===== config.mk =====
export PLATFORM = sky130hd
export DESIGN_NAME = dnn_frame_sched_flat
export DESIGN_NICKNAME = d
export VERILOG_FILES = /design/src/rtl/dnn_frame_sched_if.sv /design/src/rtl/dnn_frame_sched.sv /design/src/flat_wrapper.sv
export SDC_FILE = /design/constraint.sdc
export NUM_CORES = 1
export LEC_CHECK = 0
export ABC_AREA = 1
export CORE_MARGIN = 3
export CORE_UTILIZATION = 49
export DETAILED_ROUTE_END_ITERATION = 10
export PLACE_DENSITY = 0.75
export SYNTH_ARGS = -nofsm -noshare
export SYNTH_HDL_FRONTEND = slang
export SYNTH_SLANG_ARGS = --single-unit

===== constraint.sdc =====
create_clock -name clk -period 1.2 [get_ports clk]
set_input_delay 0.24 -clock clk [delete_from_list [all_inputs] [get_ports clk]]
set_output_delay 0.24 -clock clk [all_outputs]
set_load 0.005 [all_outputs]

===== src/rtl/dnn_frame_sched_if.sv =====
// Frame scheduler bus: feature-extractor handshake, feature-RAM read port,
// normalizer data-valid pair, DNN engine start/busy and status/error flags.
`timescale 1ns/1ps
interface dnn_frame_sched_if;
    logic       frm_req_i;
    logic       frm_ack_o;
    logic       mfcc_rd_o;
    logic [3:0] mfcc_addr_o;
    logic       norm_dv_o;
    logic       norm_dv_i;
    logic       dnn_busy_i;
    logic       dnn_start_o;
    logic       busy_o;
    logic [2:0] fill_o;
    logic       err_clr_i;
    logic       err_tmo_o;
    logic       err_len_o;

    // Scheduler side
    modport slave (
        input  frm_req_i, norm_dv_i, dnn_busy_i, err_clr_i,
        output frm_ack_o, mfcc_rd_o, mfcc_addr_o, norm_dv_o, dnn_start_o, busy_o, fill_o,
               err_tmo_o, err_len_o
    );

    // Environment side (extractor, normalizer, DNN engine, host)
    modport master (
        output frm_req_i, norm_dv_i, dnn_busy_i, err_clr_i,
        input  frm_ack_o, mfcc_rd_o, mfcc_addr_o, norm_dv_o, dnn_start_o, busy_o, fill_o,
               err_tmo_o, err_len_o
    );
endinterface


===== src/rtl/dnn_frame_sched.sv =====
// DNN frame scheduler: takes one MFCC frame from the extractor, streams its
// coefficients through the normalizer, counts the normalized context window
// coming back and kicks the DNN engine once the window is full.
`timescale 1ns/1ps
module dnn_frame_sched #(
    parameter int unsigned IDIM    = 12,
    parameter int unsigned INFRAME = 5,
    parameter int unsigned TMO     = 255
) (
    input logic              clk,
    input logic              rst_n,
    dnn_frame_sched_if.slave bus
);
    localparam int unsigned Words = INFRAME * IDIM;
    localparam int unsigned WcW   = ($clog2(Words + 1) > 7) ? $clog2(Words + 1) : 7;
    localparam int unsigned TmoW  = $clog2(TMO + 1);

    typedef enum logic [2:0] {
        StIdle     = 3'd0,
        StFetch    = 3'd1,
        StGap      = 3'd2,
        StWaitNorm = 3'd3,
        StStart    = 3'd4
    } state_e;

    state_e          state_q, state_d;
    logic [3:0]      addr_q, addr_d;
    logic [WcW-1:0]  wc_q, wc_d;
    logic [TmoW-1:0] tmo_q, tmo_d;
    logic [2:0]      fill_q, fill_d;
    logic            ndv_q;
    logic            err_tmo_q, err_tmo_d;
    logic            err_len_q, err_len_d;
    logic            ack, rd, start, tmo_evt;

    // State, counters, delayed read strobe and sticky error flags
    always_ff @(posedge clk or negedge rst_n) begin
        if (!rst_n) begin
            state_q   <= StIdle;
            addr_q    <= '0;
            wc_q      <= '0;
            tmo_q     <= '0;
            fill_q    <= '0;
            ndv_q     <= 1'b0;
            err_tmo_q <= 1'b0;
            err_len_q <= 1'b0;
        end else begin
            state_q   <= state_d;
            addr_q    <= addr_d;
            wc_q      <= wc_d;
            tmo_q     <= tmo_d;
            fill_q    <= fill_d;
            ndv_q     <= rd;
            err_tmo_q <= err_tmo_d;
            err_len_q <= err_len_d;
        end
    end

    // Next-state, counter updates and strobe decode
    always_comb begin
        state_d = state_q;
        addr_d  = addr_q;
        wc_d    = wc_q;
        tmo_d   = tmo_q;
        fill_d  = fill_q;
        ack     = 1'b0;
        rd      = 1'b0;
        start   = 1'b0;
        tmo_evt = 1'b0;
        unique case (state_q)
            StIdle: begin
                if (bus.frm_req_i) begin
                    ack     = 1'b1;
                    addr_d  = '0;
                    state_d = StFetch;
                end
            end
            StFetch: begin
                rd     = 1'b1;
                addr_d = addr_q + 4'd1;
                if (addr_q == 4'(IDIM - 1)) state_d = StGap;
            end
            StGap: begin
                // Final delayed norm_dv_o goes out here
                wc_d    = '0;
                tmo_d   = '0;
                state_d = StWaitNorm;
            end
            StWaitNorm: begin
                if (bus.norm_dv_i) begin
                    wc_d  = wc_q + 1'b1;
                    tmo_d = '0;
                    if (wc_q == WcW'(Words - 1)) begin
                        if (fill_q != 3'(INFRAME)) fill_d = fill_q + 3'd1;
                        state_d = StStart;
                    end
                end else begin
                    tmo_d = tmo_q + 1'b1;
                    if (tmo_q == TmoW'(TMO - 1)) begin
                        tmo_evt = 1'b1;
                        state_d = StIdle;
                    end
                end
            end
            StStart: begin
                if (fill_q == 3'(INFRAME)) begin
                    if (!bus.dnn_busy_i) begin
                        start   = 1'b1;
                        state_d = StIdle;
                    end
                end else begin
                    // Window still warming up: no inference yet
                    state_d = StIdle;
                end
            end
            default: state_d = StIdle;
        endcase
    end

    // Sticky errors: a new event in the clear cycle keeps the flag set
    always_comb begin
        err_tmo_d = tmo_evt | (err_tmo_q & ~bus.err_clr_i);
        err_len_d = (bus.norm_dv_i & (state_q != StWaitNorm)) | (err_len_q & ~bus.err_clr_i);
    end

    // Ack is combinational on frm_req_i; hold it low while reset is asserted
    assign bus.frm_ack_o   = ack & rst_n;
    assign bus.mfcc_rd_o   = rd;
    assign bus.mfcc_addr_o = rd ? addr_q : 4'd0;
    assign bus.norm_dv_o   = ndv_q;
    assign bus.dnn_start_o = start;
    assign bus.busy_o      = (state_q != StIdle);
    assign bus.fill_o      = fill_q;
    assign bus.err_tmo_o   = err_tmo_q;
    assign bus.err_len_o   = err_len_q;
endmodule


===== src/flat_wrapper.sv =====
// flat-port wrapper written by rule: the top's interface ports become plain ports
module dnn_frame_sched_flat 
#(
    parameter int unsigned IDIM    = 12,
    parameter int unsigned INFRAME = 5,
    parameter int unsigned TMO     = 255
)
  (clk, rst_n, bus_frm_req_i, bus_norm_dv_i, bus_dnn_busy_i, bus_err_clr_i, bus_frm_ack_o, bus_mfcc_rd_o, bus_mfcc_addr_o, bus_norm_dv_o, bus_dnn_start_o, bus_busy_o, bus_fill_o, bus_err_tmo_o, bus_err_len_o);
  dnn_frame_sched_if bus_i ();
  input logic clk;
  input logic rst_n;
  input wire logic [$bits(bus_i.frm_req_i)-1:0] bus_frm_req_i;
  input wire logic [$bits(bus_i.norm_dv_i)-1:0] bus_norm_dv_i;
  input wire logic [$bits(bus_i.dnn_busy_i)-1:0] bus_dnn_busy_i;
  input wire logic [$bits(bus_i.err_clr_i)-1:0] bus_err_clr_i;
  output wire logic [$bits(bus_i.frm_ack_o)-1:0] bus_frm_ack_o;
  output wire logic [$bits(bus_i.mfcc_rd_o)-1:0] bus_mfcc_rd_o;
  output wire logic [$bits(bus_i.mfcc_addr_o)-1:0] bus_mfcc_addr_o;
  output wire logic [$bits(bus_i.norm_dv_o)-1:0] bus_norm_dv_o;
  output wire logic [$bits(bus_i.dnn_start_o)-1:0] bus_dnn_start_o;
  output wire logic [$bits(bus_i.busy_o)-1:0] bus_busy_o;
  output wire logic [$bits(bus_i.fill_o)-1:0] bus_fill_o;
  output wire logic [$bits(bus_i.err_tmo_o)-1:0] bus_err_tmo_o;
  output wire logic [$bits(bus_i.err_len_o)-1:0] bus_err_len_o;
  assign bus_i.frm_req_i = bus_frm_req_i;
  assign bus_i.norm_dv_i = bus_norm_dv_i;
  assign bus_i.dnn_busy_i = bus_dnn_busy_i;
  assign bus_i.err_clr_i = bus_err_clr_i;
  assign bus_frm_ack_o = bus_i.frm_ack_o;
  assign bus_mfcc_rd_o = bus_i.mfcc_rd_o;
  assign bus_mfcc_addr_o = bus_i.mfcc_addr_o;
  assign bus_norm_dv_o = bus_i.norm_dv_o;
  assign bus_dnn_start_o = bus_i.dnn_start_o;
  assign bus_busy_o = bus_i.busy_o;
  assign bus_fill_o = bus_i.fill_o;
  assign bus_err_tmo_o = bus_i.err_tmo_o;
  assign bus_err_len_o = bus_i.err_len_o;
  dnn_frame_sched #(.IDIM(IDIM), .INFRAME(INFRAME), .TMO(TMO)) u_core (.clk(clk), .rst_n(rst_n), .bus(bus_i));
endmodule

* Yosys cells after proc, flatten, opt, wreduce, memory -nomap -nowiden
Index checks and enable logic that the tools add are counted.
** Word-level totals
- Flip-flop bits (word level) :: 28
- Latch bits :: 0
- Bits in writable memories :: 0
- Bits in read-only memories :: 0
- Input bits :: 6
- Output and inout port bits :: 14
- Logic and storage cells :: 67
- Memories kept :: 0
** Operators by class
- $add $sub $neg :: 4
- Multiply operators :: 0
- Divide/modulo/power cells :: 0
- Magnitude comparators :: 0
- Equality and inequality tests :: 16
- Shifts and indexed selects :: 0
- Multiplexer cells :: 24
- Bitwise operators :: 7
- Reduce and logical (&&, ||, !) cells :: 8
** Operators by type and width (count)
- 3-bit two-way mux :: 7
- 8-bit case mux with 2 select lines :: 1
- 3-bit case mux with 5 select lines :: 1
- 7-bit case mux with 2 select lines :: 1
- 1-bit two-way mux :: 9
- 3-bit by 2-bit != test with 1-bit output (second input constant) :: 3
- 8-bit by 1-bit adder with 8-bit output (second input constant) :: 1
- 8-bit == test (second input constant) :: 1
- 4-bit two-way mux :: 2
- 8-bit two-way mux :: 1
- 4-bit case mux with 2 select lines :: 1
- 7-bit by 1-bit adder with 7-bit output (second input constant) :: 1
- 7-bit by 6-bit == test with 1-bit output (second input constant) :: 1
- 7-bit two-way mux :: 1
- 3-bit by 2-bit == test with 1-bit output (second input constant) :: 2
- 3-bit == test (second input constant) :: 2
- 3-bit != test (second input constant) :: 2
- 5-bit AND reduction :: 1
- 4-bit by 1-bit adder with 4-bit output (second input constant) :: 1
- 1-bit AND :: 4
- 4-bit == test (second input constant) :: 1
- 2-bit != test (second input constant) :: 2
- 2-bit AND reduction :: 2
- 4-bit AND reduction :: 1
- other kinds (8) :: 10

* Depth between registers and ports, before layout
Gate-level depths: netlist of the first run.
- Depth after elaboration :: 5
- Depth in mapped cells :: 11
- Mapped depth without buffers :: 11

* Worst setup path before layout of the first run
OpenSTA, ideal clock, no wires.
- Path type :: reg-to-reg
- Start point :: register u_core.fill_q[0], in the netlist u_core.bus.fill_o[0]
- End point :: register u_core.state_q[0]
- Library setup time :: 0.117 ns
- Arrival time :: 1.128 ns
- Data required time :: 1.083 ns
- Path slack :: -0.045 ns
- Cell stages (with the launch flop) :: 8
- Buffers on the path :: 0
- Period minus slack after synthesis :: 1.245 ns
- Cell sequence :: dfrtp_1 ha_1 nand2_1 nor2_1 nor2_1 nand2_2 nand2_1 nand2_1
** Between the ends
- Word-level cells in the longest chain between the ends :: 3
- Elaborated cells between the ends (all ways) :: 5
- Classes of those cells :: 2 x eq/ne; 2 x mux; 1 x reduce/logical
** RTL lines
- start, declared :: RTL line dnn_frame_sched.sv:30 : logic [2:0] fill_q, fill_d;
- start signal, assigned :: RTL line dnn_frame_sched.sv:52 : fill_q <= fill_d;
- 3-bit == test (*) :: RTL line dnn_frame_sched.sv:106 : if (fill_q == 3'(INFRAME)) begin
- 3-bit != test (no source line) or 3-bit two-way mux (tied branches)
- 5-bit AND reduction (no source line) or 3-bit case mux with 5 select lines (tied branches)
- end signal, assigned :: RTL line dnn_frame_sched.sv:39 : state_q <= StIdle;
- end signal, assigned :: RTL line dnn_frame_sched.sv:48 : state_q <= state_d;
- end, declared :: RTL line dnn_frame_sched.sv:26 : state_e state_q, state_d;
Mark *: on every way between the ends. The rest lies on a longest branch, timed or not.
A chain may end at the register's enable or synchronous reset.

* Worst setup path after layout of the first run
- Start point :: register u_core.state_q[2]
- End point :: output port bus_frm_ack_o
** Between the ends
- Word-level cells in the longest chain between the ends :: 3
** RTL lines
- 3-bit logical NOT :: RTL line dnn_frame_sched.sv:70 : unique case (state_q)
- 1-bit two-way mux :: RTL line dnn_frame_sched.sv:70
- 1-bit AND :: RTL line dnn_frame_sched.sv:127 : assign bus.frm_ack_o = ack & rst_n;
- end, declared :: RTL line flat_wrapper.sv:16 : output wire logic [$bits(bus_i.frm_ack_o)-1:0] bus_frm_ack_o;
No other way between the ends.

==> results by group, run 1 <==
Status
  – Outcome: complete, but fails checks
  – Failing checks: negative setup slack

Timing
  – Fin crit period: 1.83 ns
  – Final setup fails: 38
  – Final hold violation count: 0
  – Final Cycle Share: 152%
  – Final TNS setup: -8.73 ns
  – Post-route setup slack: -0.626 ns
  – Max frequency: 548 MHz
  – Worst rel slew slack: 75.2%
  – Worst slew pin tran: 0.371 ns
  – RSZ-0062 raised after global routing: yes
  – Max-slew violation count: 0
  – Clk_skew: 0.00535 ns

Critical path
  – Slowest cell on the critical path: dfrtp_1
  – Crit start category: register
  – CP Cell Sequence: nor2_2 > nand2_1 > buf_4 > nor3b_2 > buf_2
  – Worst setup EP type: primary output
  – Worst EP required: 0.96 ns
  – Largest stage delay, worst path: 0.47 ns
  – CP arrival: 1.59 ns
  – Critical path type: reg2out
  – Crit Path Max Fanout: 4

Die
  – Ports: 20
  – Die Height: 61.8 microns
  – Die area: 0.00382 sq mm
  – Die Wd: 61.8 microns
  – FP Rows: 19
  – Placeable Area: 0.00285 sq mm
  – Initial Util: 53.4%

Drt
  – Pre-antenna DRT Iters: 8
  – DR vias: 1647
  – Metal-1 WL: 1750 microns
  – Initial detailed-routing violation count: 84
  – WL final: 4640 microns
  – Antenna Nets Post-Route: 0
  – Average wire per standard cell: 15.4 microns
  – Top layer in use: met4
  – # DRC: 0
  – WL met3: 209 microns
  – Vias per cell: 5.45
  – Met2 WL post-DR: 2450 microns

GRT
  – Largest net degree at the start of global routing: 29
  – First-pass GRT wire length: 6860 microns
  – Vias in the first global route: 1627
  – All-Layer GR Usage: 24.5%
  – Initial antenna violation count: 0
  – Gr ovfl total: 0

Clocking
  – Clock transition at the registers of the reported paths: 0.16 ns
  – Clk root buf: clkbuf_4
  – H-tree levels: 1
  – Sink Count: 28
  – Post-CTS Hold Buffers: 0
  – Num CTS Buffers: 3
  – Longest Clk Path Bufs: 2
  – TritonCTS clock tree: built
  – Clock Latency Late Sink: 0.34 ns

Finish
  – Share of cells above drive strength 1: 40.2%
  – Ant diodes: 0
  – Nets: 284
  – Commonest non-fill, non-tap cell in the layout: buf_4
  – Area Overhead vs Synth: 54.2%
  – Most frequent cells in the layout: buf_4, nand2_1, dfrtp_1, inv_1, buf_6

Synth
  – FF+latch count, synth: 28
  – Syn Inst Count: 194
  – Sequential area share after synthesis: 46.0%
  – Synthesis Warnings: 0
  – Avg Cell Area, Syn: 7.86 sq um
  – Synthesized area: 0.00152 sq mm
  – Post-Syn Nets: 206
  – Post-synth cell types: 21

Pwr
  – VDD IR max: 1.31 mV
  – Clock power share: 15.0%
  – Switching part of the total: 39.0%
  – Fraction of power consumed by sequential logic: 29.4%
  – Sw Pwr: 1.67 mW
  – Internal power: 2.62 mW
  – PD cells: 1830 mW/mm^2
  – Comb pwr share: 55.6%
  – Overall power: 4.29 mW
  – Leakage: 1.16 nW

Placement
  – DP HPWL: 2570 microns
  – PortBufs: 19
  – RD Place Congestion: 0.856

Hold path
  – Hold Path Class: in2async

Job
  – # Max-Cap Violations: 0
-- power groups by stage --
stage	Combinational, mW	Sequential, mW	Clock [mW]
6_report	2.39	1.26	0.643
5_1_grt	2.56	1.28	0.684
4_1_cts	2.10	1.24	0.636
3_5_place_dp	1.53	1.25	0
3_3_place_gp	1.49	1.24	0
2_1_floorplan	0.716	1.26	0
-- sequential cells by signal (all words and copies together) (netlist names) --
name / cells
u_core.tmo_q: 8
u_core.bus.norm_dv_o: 1
u_core.addr_q: 4
u_core.state_q: 3
u_core.bus.err_tmo_o: 1
u_core.bus.err_len_o: 1
u_core.wc_q: 7
u_core.bus.fill_o: 3
-- per-layer routing --
metal  global-route usage [%]  vias up
met5                        0        -
met4                     14.5        0
met3                     3.31       25
met2                     44.5       66
met1                     26.9      780
li1                         -      776
-- final cells by class --
cell class	count	area, sq um
inverters	29	109
multi-input cells	136	847
clock inverters	1	30.0
repair buffers	74	602
well taps	31	38.8
fillers	169	503
clock buffers	3	22.5
flip-flops and latches	28	701
-- worst paths after layout --
path / depth (start not counted) / start / slack, ns / endpoint
max reg2reg: 9 / u_core.state_q[2] / -0.33 / u_core.state_q[0]
min: 2 / rst_n / 0.35 / u_core.bus.err_tmo_o
max: 5 / u_core.state_q[2] / -0.63 / bus_frm_ack_o
min in group clk: 2 / bus_err_clr_i / 0.51 / u_core.bus.err_tmo_o
min reg2reg: 2 / u_core.tmo_q[7] / 0.53 / u_core.tmo_q[7]
max in group asynchronous: 2 / rst_n / 0.58 / u_core.addr_q[0]
-- through the flow --
stage	cell area, sq um	utilization, %	hold WS, ns	worst slack, ns	cells
6_report	2350	82.4	0.345	-0.626	302
3_3_place_gp	2020	70.8	0.467	-0.502	278
5_1_grt	2350	82.4	0.380	-0.691	302
4_1_cts	2280	80.0	0.377	-0.464	297
2_1_floorplan	1540	-	-0.0556	0.00258	194
3_5_place_dp	2020	70.8	0.488	-0.505	278
-- kinds of logic (layout without fill, tap and decap cells) --
| kind of cell | count (synthesis) | in the layout | share of synthesized area (%) |
|---|---|---|---|
| and+or+nand+nor | 95 | 95 | 27.8 |
| buffers and inverters | 30 | 107 | 7.47 |
| AOI/OAI and AO/OA | 29 | 29 | 10.4 |
| DFF | 28 | 28 | 46.0 |
| adders and majority gates | 6 | 6 | 4.93 |
| xor gates and xnor gates | 6 | 6 | 3.45 |
-- cells in the mapped netlist --
library cell  count  area share [%]
nand2_1          49              12
dfrtp_1          28              46
inv_1            27             6.7
nor2_1           23             5.7
nand3_1          14             4.6
o21ai_0          11             3.6
o21ai_1           7             2.3
o22ai_1           7             2.9
ha_1              6             4.9
nand2_2           3             1.2
xnor2_1           3             1.7
xor2_1            3             1.7
a21oi_1           2            0.66
inv_2             2            0.49
nor3_4            2             2.1
o31ai_1           2            0.98
buf_2             1            0.33
nand4_2           1            0.82
nor2_2            1            0.41
nor3_1            1            0.33
nor3b_1           1            0.49
-- worst max-delay path, delay by kind of cell (launching register included) --
kind	cells	cell delay, ns
simple gates	3	0.46
buf+inv	2	0.31
flops	1	0.47
-- timing repair --
action | CTS | global route
endpoints found under the setup margin | 35 | 41
pin swaps | 11 | 7
cloned | 0 | 0
setup buffers | 16 | 7
resized for setup | 91 | 18
Power figures use the tool's default switching activity.
==> run 2: changes to the inputs <==
--- a/config.mk
+++ b/config.mk
@@ -9,7 +9,8 @@
 export CORE_MARGIN = 3
 export CORE_UTILIZATION = 49
 export DETAILED_ROUTE_END_ITERATION = 10
-export PLACE_DENSITY = 0.75
+export PLACE_DENSITY_LB_ADDON = 0.3
+export SLEW_MARGIN = 40
 export SYNTH_ARGS = -nofsm -noshare
 export SYNTH_HDL_FRONTEND = slang
 export SYNTH_SLANG_ARGS = --single-unit
==> results by group, run 2 (same netlist as run 1, synthesis figures left out) <==
GRT
  – Gr ovfl total: 0
  – Initial antenna violation count: 0
  – Vias in the first global route: 1764
  – Largest net degree at the start of global routing: 29
  – All-Layer GR Usage: 29.5%
  – First-pass GRT wire length: 8130 microns

Critical path
  – Worst reg2reg path endpoint: u_core.state_q[0]
  – CP arrival: 1.61 ns
  – Worst EP required: 0.96 ns
  – Worst setup EP type: primary output
  – Crit Path Max Fanout: 2
  – Crit start category: register
  – Critical path type: reg2out
  – Setup slack, reg-to-reg: -0.48 ns
  – R2R cell count: 11
  – RR Startpoint: u_core.state_q[1]

Timing
  – Final setup fails: 38
  – Worst slew pin tran: 0.501 ns
  – Final hold violation count: 0
  – Post-route setup slack: -0.648 ns
  – WHS: 0.343 ns
  – Fin crit period: 1.85 ns
  – Max-slew violation count: 0
  – Max frequency: 541 MHz
  – RSZ-0062 raised after global routing: yes
  – Final Cycle Share: 154%
  – Clk_skew: 0.00640 ns
  – Worst rel slew slack: 66.3%

Finish
  – Final Cell Area: 0.00266 sq mm
  – Commonest non-fill, non-tap cell in the layout: buf_4
  – Area Overhead vs Synth: 74.3%
  – Register with the most flip-flops: u_core.tmo_q
  – Max reg flops: 8
  – Largest registers: u_core.tmo_q x8, u_core.wc_q x7, u_core.addr_q x4
  – Share of cells above drive strength 1: 54.5%
  – Post-Layout Cell Count: 306
  – Final core utilization: 93.1%
  – Most frequent cells in the layout: buf_4, buf_6, nand2_1, dfrtp_1, inv_1
  – Nets: 288
  – Ant diodes: 0

Placement
  – RD Place Congestion: 0.880
  – PortBufs: 19
  – DP HPWL: 2770 microns
  – Setup Slack @ Placement: -0.573 ns
  – Placed cell count: 278
  – Cell Area, Placed: 0.00202 sq mm

Status
  – Outcome: complete, but fails checks
  – Failing checks: negative setup slack

Drt
  – DR vias: 2053
  – # DRC: 0
  – WL final: 7490 microns
  – Average wire per standard cell: 24.5 microns
  – Antenna Nets Post-Route: 0
  – Pre-antenna DRT Iters: 5
  – Vias per cell: 6.71
  – Initial detailed-routing violation count: 287

Clocking
  – Post-CTS Hold Buffers: 0
  – Clock Latency Late Sink: 0.35 ns
  – Sink Count: 28
  – Clock transition at the registers of the reported paths: 0.17 ns
  – Clk root buf: clkbuf_4
  – Num CTS Buffers: 3
  – TritonCTS clock tree: built
  – H-tree levels: 1
  – Longest Clk Path Bufs: 2

Die
  – Die Wd: 61.8 microns
  – FP Rows: 19
  – Die Height: 61.8 microns
  – Ports: 20
  – Die area: 0.00382 sq mm
  – Initial Util: 53.4%
  – Placeable Area: 0.00285 sq mm

Pwr
  – VDD IR max: 1.59 mV
  – PD cells: 1870 mW/mm^2
  – Leakage: 1.26 nW

Job
  – # Max-Cap Violations: 0

Hold path
  – Hold Path Class: in2async
## run 2: worst max path at each step
stage	from	end	slack, ns	depth (start not counted)
5_1_grt	u_core.state_q[2]	bus_dnn_start_o	-0.78	7
6_report	u_core.state_q[2]	bus_dnn_start_o	-0.65	7
3_5_place_dp	rst_n	bus_frm_ack_o	-0.57	3
4_1_cts	u_core.state_q[2]	bus_dnn_start_o	-0.50	7
2_1_floorplan	u_core.wc_q[0]	u_core.state_q[0]	0.003	10
3_3_place_gp	rst_n	bus_frm_ack_o	-0.48	3
## run 2: worst max-delay path: stages (launching register included)
cell	delay (ns)
dfrtp_1	0.48
buf_6	0.14
buf_6	0.09
inv_2	0.04
nor3_4	0.13
nand2_1	0.10
nor2_1	0.13
buf_2	0.13
## run 2: routing by layer
| metal | up-vias | GRT usage (%) | routed length (microns) |
|---|---|---|---|
| li1 | 789 | - | - |
| met1 | 946 | 35.2 | 2430 |
| met2 | 243 | 50.1 | 3570 |
| met3 | 75 | 5.79 | 924 |
| met4 | 0 | 15.8 | 563 |
| met5 | - | 0 | 0 |
## run 2: where the power goes
part / internal [mW] / switching, mW / leakage (nW) / total, mW
Combinational: 1.35 / 1.67 / 0.853 / 3.02
Clock: 0.338 / 0.320 / 0.0279 / 0.659
Sequential: 1.11 / 0.177 / 0.378 / 1.29
Total: 2.80 / 2.16 / 1.26 / 4.96
## run 2: layout make-up
class / count / area, sq um
repair buffers: 77 / 693
inverters: 29 / 119
well taps: 31 / 38.8
flip-flops and latches: 28 / 702
clock inverters: 1 / 30.0
fillers: 91 / 196
multi-input cells: 137 / 1050
clock buffers: 3 / 22.5
## run 2: per-stage QoR
step | setup TNS, ns | total power, mW
floorplan | 0 | 1.97
global placement | -8.28 | 2.70
detailed placement | -9.29 | 2.79
CTS | -11.07 | 4.01
global route | -15.57 | 5.15
finish | -13.46 | 4.96
## run 2: repair_timing
item	in CTS	in global routing
pin swaps	24	31
gates resized for setup	113	75
endpoints found under the setup margin	35	40
buffers inserted	17	16
gates cloned	1	0
